--- src/rtl/bin_to_bcd_seq.sv ---
// Sequential binary-to-BCD converter using shift-and-add-3 (double dabble).
// One input bit is consumed per cycle. Results at or above 10^DIGITS saturate to
// all nines and raise o_ovf. o_blank marks leading zero digits for the display mux.
module bin_to_bcd_seq #(
    parameter int BIN_W  = 14,
    parameter int DIGITS = 4
) (
    input  logic                  i_clk,
    input  logic                  i_rst,
    input  logic                  i_start,
    input  logic [BIN_W-1:0]      i_bin,
    output logic                  o_busy,
    output logic                  o_valid,
    output logic [4*DIGITS-1:0]   o_bcd,
    output logic                  o_ovf,
    output logic [DIGITS-1:0]     o_blank
);

    localparam int BCD_W = 4 * DIGITS;
    localparam int CNT_W = $clog2(BIN_W + 1);

    typedef enum logic [1:0] {
        IDLE  = 2'd0,
        SHIFT = 2'd1,
        DONE  = 2'd2
    } state_t;

    state_t             state;
    logic [BIN_W-1:0]   sr;
    logic [BCD_W-1:0]   scratch;
    logic [BCD_W-1:0]   adj;
    logic               ovf_acc;
    logic [CNT_W-1:0]   cnt;

    // Per-digit add-3 correction; digits are independent, so no carry crosses a digit boundary.
    for (genvar g = 0; g < DIGITS; g++) begin : g_adj
        assign adj[4*g +: 4] = (scratch[4*g +: 4] >= 4'd5) ? scratch[4*g +: 4] + 4'd3
                                                           : scratch[4*g +: 4];
    end

    // Control FSM, datapath and registered outputs.
    always_ff @(posedge i_clk) begin
        if (i_rst) begin
            state   <= IDLE;
            sr      <= '0;
            scratch <= '0;
            ovf_acc <= 1'b0;
            cnt     <= '0;
            o_busy  <= 1'b0;
            o_valid <= 1'b0;
            o_bcd   <= '0;
            o_ovf   <= 1'b0;
        end else begin
            case (state)
                IDLE: begin
                    o_valid <= 1'b0;
                    // busy drops on the same edge as valid unless a new request arrives
                    o_busy  <= i_start;
                    if (i_start) begin
                        sr      <= i_bin;
                        scratch <= '0;
                        ovf_acc <= 1'b0;
                        cnt     <= CNT_W'(BIN_W);
                        state   <= SHIFT;
                    end
                end
                SHIFT: begin
                    // Shift the corrected scratch left, pulling in the next binary MSB.
                    scratch <= {adj[BCD_W-2:0], sr[BIN_W-1]};
                    sr      <= sr << 1;
                    // Anything leaving the top digit means the value is >= 10^DIGITS.
                    ovf_acc <= ovf_acc | adj[BCD_W-1];
                    cnt     <= cnt - CNT_W'(1);
                    if (cnt == CNT_W'(1)) begin
                        state <= DONE;
                    end
                end
                DONE: begin
                    o_valid <= 1'b1;
                    state   <= IDLE;
                    if (ovf_acc) begin
                        o_bcd <= {DIGITS{4'h9}};
                        o_ovf <= 1'b1;
                    end else begin
                        o_bcd <= scratch;
                        o_ovf <= 1'b0;
                    end
                end
                default: begin
                    state <= IDLE;
                end
            endcase
        end
    end

    // Leading-zero mask from the held result; the ones digit is never blanked.
    always_comb begin
        logic run;
        o_blank = '0;
        run     = 1'b1;
        for (int k = DIGITS - 1; k >= 1; k--) begin
            run        = run & (o_bcd[4*k +: 4] == 4'd0);
            o_blank[k] = run;
        end
    end

endmodule

--- config.mk ---
export PLATFORM = sky130hd
export DESIGN_NAME = bin_to_bcd_seq
export DESIGN_NICKNAME = d
export VERILOG_FILES = /design/src/rtl/bin_to_bcd_seq.sv
export SDC_FILE = /design/constraint.sdc
export NUM_CORES = 1
export LEC_CHECK = 0
export CORE_ASPECT_RATIO = 0.8
export CORE_MARGIN = 2
export CORE_UTILIZATION = 58
export CTS_CLUSTER_DIAMETER = 200
export CTS_CLUSTER_SIZE = 16
export DETAILED_ROUTE_END_ITERATION = 10
export GPL_TIMING_DRIVEN = 0
export MAX_ROUTING_LAYER = met4
export PLACE_DENSITY = 0.85
export SLEW_MARGIN = 30
export SYNTH_ARGS = -nofsm -noshare
export SYNTH_HDL_FRONTEND = slang
export SYNTH_SLANG_ARGS = --single-unit
--- constraint.sdc ---
create_clock -name i_clk -period 3.8 [get_ports i_clk]
set_clock_uncertainty 0.2 [all_clocks]
set_input_delay 0.57 -clock i_clk [delete_from_list [all_inputs] [get_ports i_clk]]
set_output_delay 0.57 -clock i_clk [all_outputs]
set_load 0.01 [all_outputs]
Word level (Yosys, flattened, before mapping)
Index checks and enable logic that the tools add are counted.
- ROM bits: 0
- bits in latches: 0
- bits in writable memories: 0
- output and inout port bits: 23
- memories kept: 0
- logic and storage cells: 52
- flip-flop bits (word level): 56
- input bits: 17
- $mul: 0
- equal/unequal tests: 5
- magnitude comparators: 4
- divide/modulo/power cells: 0
- shifts and indexed selects: 0
- muxes and demuxes: 18
- reductions and logical operators: 8
- bitwise gates (word level): 3
- $add $sub $neg: 5
- operators with widths (cell ; count):
    16-bit 2-to-1 mux ; 2
    16-bit case mux with 2 select lines ; 1
    14-bit case mux with 2 select lines ; 1
    4-bit 2-to-1 mux ; 5
    4-bit by 2-bit adder with 4-bit output (second input constant) ; 4
    4-bit by 3-bit >= comparator with 1-bit output (second input constant) ; 4
    14-bit 2-to-1 mux ; 1
    4-bit zero test ; 3
    4-bit case mux with 2 select lines ; 1
    4-bit by 1-bit == test with 1-bit output (second input constant) ; 1
    2-bit 2-to-1 mux ; 2
    2-bit != test (second input constant) ; 2
    1-bit case mux with 2 select lines ; 2
    2-bit case mux with 2 select lines ; 1
    2-bit AND reduction ; 2
    2-bit nonzero test ; 2
    4-bit by 1-bit subtractor with 4-bit output (second input constant) ; 1
    1-bit bitwise AND ; 2
    2-bit by 1-bit == test with 1-bit output (second input constant) ; 1
    2-bit == test (second input constant) ; 1
    2-bit zero test ; 1
    1-bit 2-to-1 mux ; 2
    1-bit bitwise OR ; 1

Logic depth before layout (Yosys ltp)
- word-level depth: 4
- depth in mapped cells: 5
- depth with buffers taken out: 5

Worst setup path before layout
No wires, ideal clock.
- path type: register to output
- start: register o_bcd[12]
- end: output port o_blank[1]
- arrival time: 1176 ps
- path slack: 1854 ps
- cell stages (with the launch flop): 3
- data required time: 3030 ps
- buffers on the path: 0
- path through: dfxtp_1 nor4_1 and3_1
- cells in the longest elaborated chain, start to end: 3
- ends and longest elaborated chain (what ; line ; text):
    from (decl) ; 14 ; output logic [4*DIGITS-1:0] o_bcd,
    from (signal assigned) ; 82 ; o_bcd <= {DIGITS{4'h9}};
    from (signal assigned) ; 85 ; o_bcd <= scratch;
    4-bit zero test ; 102 ; run = run & (o_bcd[4*k +: 4] == 4'd0);
    net o_blank[3] ; 16 ; output logic [DIGITS-1:0] o_blank
    1-bit bitwise AND (2 in a row) ; 102 ;
    to (decl) ; 16 ;
The timed path passes the listed nets, and every way through them passes these cells.

Worst setup path in the final report
- start: register o_bcd[12]
- end: output port o_blank[1]
- cells in the longest elaborated chain, start to end: 3
- ends and longest elaborated chain (what ; line):
    4-bit zero test ; 102
    1-bit bitwise AND (2 in a row) ; 102
No other way between the ends.

==> results.toml <==
[outcome]
outcome = "finished, final reports clean"

[final_layout]
drive_gt1_frac = 0.0625
fillers = 331
area_growth_pct = 21.3
final_util = 0.749
antenna_cells = 0
final_nets = 394

[synth]
yosys_most_used_dff = "dfxtp_1"
syn_inst = 322
synthesis.area_um2 = 2650
ys_seq_area_frac = 0.424
synth_seq_cells = 56
yosysWarnings = 0
yosysUniqueCellTypes = 40
avgSynthCellArea_um2 = 8.21
synth_nets = 349
synth_edf_count = 0
synthArstFlopShare = 0

[clock_network]
clock_latency_ns = 0.31
clk_pin_slew_worst_paths_ns = 0.10
cts_sinks = 56
ctsResizeCount = 0
numCtsBuffers = 5
cts_tree = "done"
htreeDepth = 2
cts_buffer_depth = 2
cts_root_buf = "clkbuf_8"
cts_hold_buf = 0
cts_setup_buffers = 0

[critical_path]
cp.required_ns = 3.03
critPathMaxStageDelay_ns = 0.53
arrival_ns = 1.80
cp-start-kind = "flip-flop"
cpMaxStageDelayCell = "clkdlybuf4s50_1"
worst-path-max-fanout = 3
cp-end-kind = "output port"
crit_family = "simple AND/OR/NAND/NOR gates"
cp_num_buf_inv = 1
crit_chain = "nor4_1 > and3_1 > clkdlybuf4s50_1"
path_class = "reg2out"

[pwr]
vdd.ir_drop.worst_v = 0.000209
finalPower_uw = 1160
p_leak_uw = 0.00108
power.density_nw_per_um2 = 360

[global_route]
grt_max_degree = 17
antenna_found_initial = 0
overflow = 0
grt_first_pass_wirelength_mm = 11.1
grt_pass1_vias = 2284
gr-usage-all-layers = 0.285

[floorplan]
dieArea_um2 = 5120
fp-row-count = 21
ios = 40
core-area_um2 = 4280
die_h_um = 64.4
floorplan.initialDensity = 0.618
dieWidth_um = 79.5

[detailed_routing]
ant_nets = 0
wl_per_cell_um = 15.5
finalWirelength_mm = 6.61
drt_iter0_drc = 222
routed-via-count = 2509
vias_per_cell = 5.90
firstDrtPassIters = 6
drc = 0

[place]
place.gp.congestion = 0.985
port_buffers = 38
dp_hpwl_mm = 4.72
pre_cts_ws_ns = 1.09

[timing]
relSlewSlack = 0.625
final_hold_viol_count = 0
max_clock_freq_mhz = 390
tns_ns = 0
rsz0062_at_grt = "false"
slew_viol_final = 0
period_share = 0.675
setup_ws_ns = 1.23
tightest_slew_ns = 0.563
post-route-min-period_ns = 2.57
hold_ws_ns = 0.258
setup_violations = 0

[worst_hold_path]
hold_path.class = "reg2reg"

[job]
drv_cap = 0
[state kept, by name, indices dropped and copies added (netlist names)]
signal and count:
cnt 4, o_bcd 16, o_busy 1, o_ovf 1
o_valid 1, ovf_acc 1, scratch 16, sr 14
state 2
[worst min-delay path, cell delays in order (launching register included)]
cell,delay [ns]
dfxtp_1,0.32
nand2_1,0.05
a21oi_1,0.05
[per-stage QoR]
step                std cells  area (um^2)
floorplan                 322         2650
global placement          417         3100
detailed placement        417         3100
CTS                       425         3200
global route              425         3210
finish                    425         3210
[report_power, final]
group	total, uW	switching, uW	internal, uW
clock network	391	195	196
registers	625	15.7	610
logic	140	80.1	59.5
total	1160	291	865
[area by class of cell]
type	count	area, um^2	area share
well taps	57	71.3	0.0222
clock buffers	6	72.6	0.0226
flip-flops and latches	56	1120	0.349
clock inverters	2	35.0	0.0109
multi-input cells	224	1350	0.421
plain buffers	23	105	0.0327
inverters	19	71.3	0.0222
repair buffers	38	380	0.119
[cells in the mapped netlist, types with 6 or more instances]
master | number | area share
dfxtp_1 | 56 | 0.42
nand2_1 | 42 | 0.060
nor2_1 | 23 | 0.033
a21oi_1 | 20 | 0.038
inv_1 | 19 | 0.027
nand3_1 | 18 | 0.034
nor3_1 | 17 | 0.032
a311oi_1 | 13 | 0.043
ha_1 | 10 | 0.047
buf_2 | 9 | 0.017
clkbuf_1 | 9 | 0.013
o21ai_0 | 9 | 0.017
o2111ai_1 | 8 | 0.026
o211ai_1 | 8 | 0.023
or3_1 | 8 | 0.019
nor2b_1 | 6 | 0.014
[final timing paths]
kind	startpoint	end	slack (ns)	depth (start not counted)
setup / recovery	o_bcd[12]	o_blank[1]	1.23	3
hold reg to reg	o_bcd[2]	o_bcd[2]	0.26	2
hold / removal	o_bcd[2]	o_bcd[2]	0.26	2
setup reg to reg	state[0]	scratch[4]	1.76	5
[cell usage in the layout, fill, tap and decap left out, drive strengths merged, types with 9 or more instances in the layout]
master	n
ha	10
nor3	17
a311oi	13
nand3	18
o21ai	9
nor2	23
a21oi	20
inv	19
buf	14
clkbuf	15
clkdlybuf4s50	38
nand2	42
dfxtp	56
[cell families (layout without fill, tap and decap cells)]
group,count (synthesis),count (layout),synth area share
flops,56,56,0.424
other cells,1,1,0.00142
buf+inv,42,88,0.0667
mux,1,1,0.00426
fa+ha+maj,10,10,0.0473
simple gates,136,136,0.254
xor+xnor,5,5,0.0166
compound gates,71,71,0.186
[metal layers]
layer | wire, um | track usage
met1 | 3270 | 0.414
met2 | 2790 | 0.407
met3 | 471 | 0.0452
met4 | 74 | 0.0841
met5 | 0 | -
No activity file was read; power rests on OpenSTA's default activity.
